[src/rtl/csr_trap_seq.sv]
// csr_trap_seq: serialises trap/mret CSR write sequences and arbitrates the CSR write port; CSR_TRAP_VECTORED_EN enables vectored interrupt redirect.
module csr_trap_seq #(
  parameter int XLEN   = 64,
  parameter int ADDR_W = 12
) (
  input  logic              clk,
  input  logic              reset,
  input  logic              trap_req,
  input  logic [XLEN-1:0]   trap_cause,
  input  logic [XLEN-1:0]   trap_pc,
  input  logic [XLEN-1:0]   trap_tval,
  input  logic              mret_req,
  output logic              trap_ack,
  input  logic [ADDR_W-1:0] pipe_csr_addr,
  input  logic [XLEN-1:0]   pipe_csr_wdata,
  input  logic              pipe_csr_we,
  output logic              pipe_csr_ready,
  output logic [XLEN-1:0]   pipe_csr_rdata,
  output logic [ADDR_W-1:0] csr_addr,
  output logic [XLEN-1:0]   csr_wdata,
  output logic              csr_we,
  input  logic [XLEN-1:0]   csr_rdata,
  input  logic [XLEN-1:0]   mstatus_in,
  input  logic [XLEN-1:0]   mtvec_in,
  input  logic [XLEN-1:0]   mepc_in,
  output logic              busy,
  output logic              redirect_valid,
  output logic [XLEN-1:0]   redirect_pc
);
  typedef logic [ADDR_W-1:0] csr_addr_t;
  typedef enum logic [2:0] {IDLE, T_EPC, T_CAUSE, T_TVAL, T_STATUS, M_STATUS, REDIR} state_t;
  localparam csr_addr_t MSTATUS = csr_addr_t'(12'h300);
  localparam csr_addr_t MEPC    = csr_addr_t'(12'h341);
  localparam csr_addr_t MCAUSE  = csr_addr_t'(12'h342);
  localparam csr_addr_t MTVAL   = csr_addr_t'(12'h343);
  state_t state_q, state_d;
  logic [XLEN-1:0] cause_q, cause_d, pc_q, pc_d, tval_q, tval_d;
  logic is_trap_q, is_trap_d;
  logic [XLEN-1:0] trap_status, mret_status, tvec_base, trap_target;
  always_comb begin
    trap_status = mstatus_in;
    trap_status[7] = mstatus_in[3];
    trap_status[3] = 1'b0;
    trap_status[12:11] = 2'b11;
    mret_status = mstatus_in;
    mret_status[3] = mstatus_in[7];
    mret_status[7] = 1'b1;
    mret_status[12:11] = 2'b00;
  end
  assign tvec_base = mtvec_in & ~XLEN'(3);
`ifdef CSR_TRAP_VECTORED_EN
  assign trap_target = (mtvec_in[1:0] == 2'b01 && cause_q[XLEN-1])
                     ? tvec_base + XLEN'({cause_q[5:0], 2'b00}) : tvec_base;
`else
  assign trap_target = tvec_base;
`endif
  assign busy = state_q != IDLE;
  assign pipe_csr_rdata = csr_rdata;
  always_comb begin
    state_d = state_q;
    cause_d = cause_q;
    pc_d = pc_q;
    tval_d = tval_q;
    is_trap_d = is_trap_q;
    trap_ack = 1'b0;
    csr_addr = pipe_csr_addr;
    csr_wdata = pipe_csr_wdata;
    csr_we = 1'b0;
    pipe_csr_ready = 1'b0;
    redirect_valid = 1'b0;
    redirect_pc = '0;
    case (state_q)
      IDLE: begin
        if (trap_req) begin
          trap_ack = 1'b1;
          cause_d = trap_cause;
          pc_d = trap_pc;
          tval_d = trap_tval;
          is_trap_d = 1'b1;
          state_d = T_EPC;
        end else if (mret_req) begin
          trap_ack = 1'b1;
          is_trap_d = 1'b0;
          state_d = M_STATUS;
        end else begin
          csr_we = pipe_csr_we;
          pipe_csr_ready = 1'b1;
        end
      end
      T_EPC: begin
        csr_we = 1'b1;
        csr_addr = MEPC;
        csr_wdata = pc_q;
        state_d = T_CAUSE;
      end
      T_CAUSE: begin
        csr_we = 1'b1;
        csr_addr = MCAUSE;
        csr_wdata = cause_q;
        state_d = T_TVAL;
      end
      T_TVAL: begin
        csr_we = 1'b1;
        csr_addr = MTVAL;
        csr_wdata = tval_q;
        state_d = T_STATUS;
      end
      T_STATUS: begin
        csr_we = 1'b1;
        csr_addr = MSTATUS;
        csr_wdata = trap_status;
        state_d = REDIR;
      end
      M_STATUS: begin
        csr_we = 1'b1;
        csr_addr = MSTATUS;
        csr_wdata = mret_status;
        state_d = REDIR;
      end
      REDIR: begin
        redirect_valid = 1'b1;
        redirect_pc = is_trap_q ? trap_target : mepc_in;
        state_d = IDLE;
      end
      default: state_d = IDLE;
    endcase
  end
  always_ff @(posedge clk) begin
    if (reset) begin
      state_q <= IDLE;
      cause_q <= '0;
      pc_q <= '0;
      tval_q <= '0;
      is_trap_q <= 1'b0;
    end else begin
      state_q <= state_d;
      cause_q <= cause_d;
      pc_q <= pc_d;
      tval_q <= tval_d;
      is_trap_q <= is_trap_d;
    end
  end
endmodule

[config.mk]
export PLATFORM = sky130hd
export DESIGN_NAME = csr_trap_seq
export DESIGN_NICKNAME = d
export VERILOG_FILES = /design/src/rtl/csr_trap_seq.sv
export SDC_FILE = /design/constraint.sdc
export NUM_CORES = 1
export LEC_CHECK = 0
export ABC_AREA = 1
export ABC_CLOCK_PERIOD_IN_PS = 1700
export CORE_AREA = 2 2 290 292
export CTS_CLUSTER_SIZE = 10
export DETAILED_ROUTE_END_ITERATION = 6
export DIE_AREA = 0 0 292 294
export HOLD_SLACK_MARGIN = 0.15
export MAX_ROUTING_LAYER = met4
export PLACE_DENSITY_LB_ADDON = 0.25
export SYNTH_ARGS = -nofsm -noshare
export SYNTH_HDL_FRONTEND = slang
export SYNTH_SLANG_ARGS = --single-unit
[constraint.sdc]
create_clock -name clk -period 1.7 [get_ports clk]
set_clock_uncertainty 0.15 [all_clocks]
set_input_delay 0.17 -clock clk [delete_from_list [all_inputs] [get_ports clk]]
set_output_delay 0.17 -clock clk [all_outputs]
set_load 0.005 [all_outputs]
==> results.yml <==
floorplanning:
  fp.dieW_um: 292
  die_height_um: 294
  row_count: 106
  core_mm2: 0.0829
  die-area_mm2: 0.0858
  ioPinCount: 738
  floorplan.initialDensity_pct: 13.5
clocking:
  cts_tree: "done"
  clock_path_buffers: 2
  cts_root_buf: "clkbuf_16"
  cts_sinks: 196
  clk-insertion-delay-late_ns: 0.50
  h-tree-depth: 4
  numCtsBuffers: 17
  path_clk_slew_ns: 0.08
power_and_ir_drop:
  powerDensity_mw_per_mm2: 1010
  vdd_ir_drop_max_v: 0.000947
  leakagePower_nw: 10.7
yosys:
  synth_edf_count: 0
  syn_avg_cell_area_um2: 6.16
  yosys-top-cells-area: "dfxtp_1 35%, nand2_1 24%, a21oi_1 11%, nand4_1 7.0%, buf_4 5.7%"
  synth_commonest_cells: "724 x nand2_1, 256 x a21oi_1, 196 x dfxtp_1"
  syn_area_mm2: 0.0112
  synth.distinct_cells: 20
  async_reset_ff_share_pct: 0
  synth_fp_nets: 2339
  yosysWarnings: 0
  yosysMostFrequentCell: "nand2_1"
  synthFlopType: "dfxtp_1"
  synth_top_area_share_pct: 35.2
  synth-seq-area-share_pct: 35.2
  synthCells: 1810
  ys_seq_elements: 196
  yosysTopAreaCell: "dfxtp_1"
drt:
  first_iter_violations: 687
  final_antenna_net_count: 0
  drt_pass1_iterations: 5
  routed_wl_um: 88100
  vias: 15800
  via_per_inst: 4.14
  drc: 0
  wl_per_cell_um: 23.1
sta:
  finalCritPeriodShare_pct: 145
  maxSlewViolCount: 0
  slew_headroom_pct: 75.0
  fin_crit_ns: 2.46
  whs_ns: 0.190
  setup_ws_ns: -0.764
  setup_viol: 340
  fmax_mhz: 406
  worst_slew_pin_slew_ns: 0.375
  rsz0062_at_grt: "yes"
  finalHoldViolations: 0
grt:
  grt_pass1_wl_um: 108000
  antenna_found_initial: 21
  grt_overflow: 0
  grt_pass1_vias: 15100
  grt.total_usage_pct: 18.1
  grt_start_max_net_pins: 63
setup_path:
  path_class: "flop to output port"
  critPathLaunchType: "flop"
  path_max_fanout: 7
  cp-end-kind: "output port"
  rr_worst_depth: 12
  crit_arrival_ns: 2.14
  required_ns: 1.38
status:
  status: "finished, violations left"
  violations: "setup timing"
final_layout:
  synthToLayoutAreaGrowth_pct: 133
  drive_gt1_share_pct: 30.8
  fin_nets: 3239
  design_area_mm2: 0.0260
placement:
  placed_area_mm2: 0.0189
  place_hpwl_um: 58300
  io_buffers: 605
  place.gp.congestion: 0.791
hold_path:
  min_path_type: "input port to output port"
  min_path_cells: 0
job:
  drv_cap: 0
## report_power, final
| part | leakage (nW) | switching [mW] | internal [mW] | total, mW |
|---|---|---|---|---|
| logic | 8.80 | 7.90 | 7.99 | 15.9 |
| clock network | 0.306 | 2.31 | 2.39 | 4.70 |
| registers | 1.60 | 0.394 | 5.20 | 5.60 |
## metrics by stage
| stage | instances | setup WS (ns) | total power [mW] | utilization, % | setup TNS (ns) |
|---|---|---|---|---|---|
| global route | 3815 | -0.848 | 27.5 | 31.4 | -184.92 |
| detailed placement | 3410 | -0.782 | 15.5 | 22.8 | -99.65 |
| floorplan | 1810 | 0.144 | 9.73 | - | 0 |
| CTS | 3705 | -0.927 | 22.5 | 27.4 | -171.75 |
| finish | 3816 | -0.764 | 26.2 | 31.4 | -160.80 |
| global placement | 3410 | -0.773 | 15.5 | 22.8 | -96.32 |
## worst max-delay path, stage by stage (launching register included)
cell and delay (ns):
dfxtp_4 0.43, buf_6 0.12, nand3_4 0.13, buf_16 0.19, a21oi_2 0.12, buf_4 0.13
clkdlybuf4s50_1 0.50
## cells by family after synthesis
kind of cell / share of synthesized area (%)
compound gates: 11.7
buf+inv: 13.5
flops: 35.2
simple gates: 39.7
## repair_timing
item | in CTS | in global routing
hold buffers | 191 | 0
gates resized for setup | 589 | 620
gates cloned | 13 | 47
pin swaps | 116 | 145
setup buffers | 62 | 73
hold endpoints to repair | 196 | 0
setup endpoints to repair | 338 | 340
## sequential cells by signal, indices dropped and copies added, names as in the netlist
signal	flops
cause_q	64
is_trap_q	1
pc_q	64
state_q	3
tval_q	64
## placed cells by master (no fill, tap or decap), drive strengths merged, types with 4 or more instances in the layout
cell type      netlist  routed
clkdlybuf4s15        0       6
nand2              725     725
diode                0      13
clkinv               0       7
a21oi              256     256
nand3               68      68
nor2               143     143
dlygate4sd3          0     191
buf                153     377
inv                 80      84
nand4              125     125
dfxtp              196     196
o21ai                4       4
clkbuf              58      68
clkdlybuf4s50        0     463
## path summary, 6_finish.rpt
| kind | start | end | slack, ns |
|---|---|---|---|
| setup / recovery | state_q[1]$_SDFFE_PP0N_ | redirect_pc[43] | -0.76 |
| hold reg to reg | cause_q[44]$_SDFFE_PP0P_ | cause_q[44]$_SDFFE_PP0P_ | 0.32 |
| hold / removal | csr_rdata[48] | pipe_csr_rdata[48] | 0.19 |
| setup reg to reg | state_q[2]$_SDFFE_PP0N_ | tval_q[28]$_SDFFE_PP0P_ | -0.49 |
## metal layers
metal / global-route usage, % / part of all wire (%) / vias to the layer above
met5: - / 0 / -
met4: 6.15 / 3.0 / 0
met3: 4.73 / 5.9 / 86
met2: 32.6 / 51 / 558
met1: 19.1 / 40 / 7542
li1: - / - / 7615
## area by class of cell
cell class                      count  area, µm²
Multi-Input combinational cell   1323       7630
Timing Repair Buffer             1091      12100
Inverter                           80        364
Fill cell                        8920      56900
Clock inverter                     15        215
Antenna cell                       13       32.5
Clock buffer                       17        425
Tap cell                         1080       1350
Timing Repair inverter              1       20.0
Sequential cell                   196       3940
Note: power is estimated with default switching activity, not from simulation.
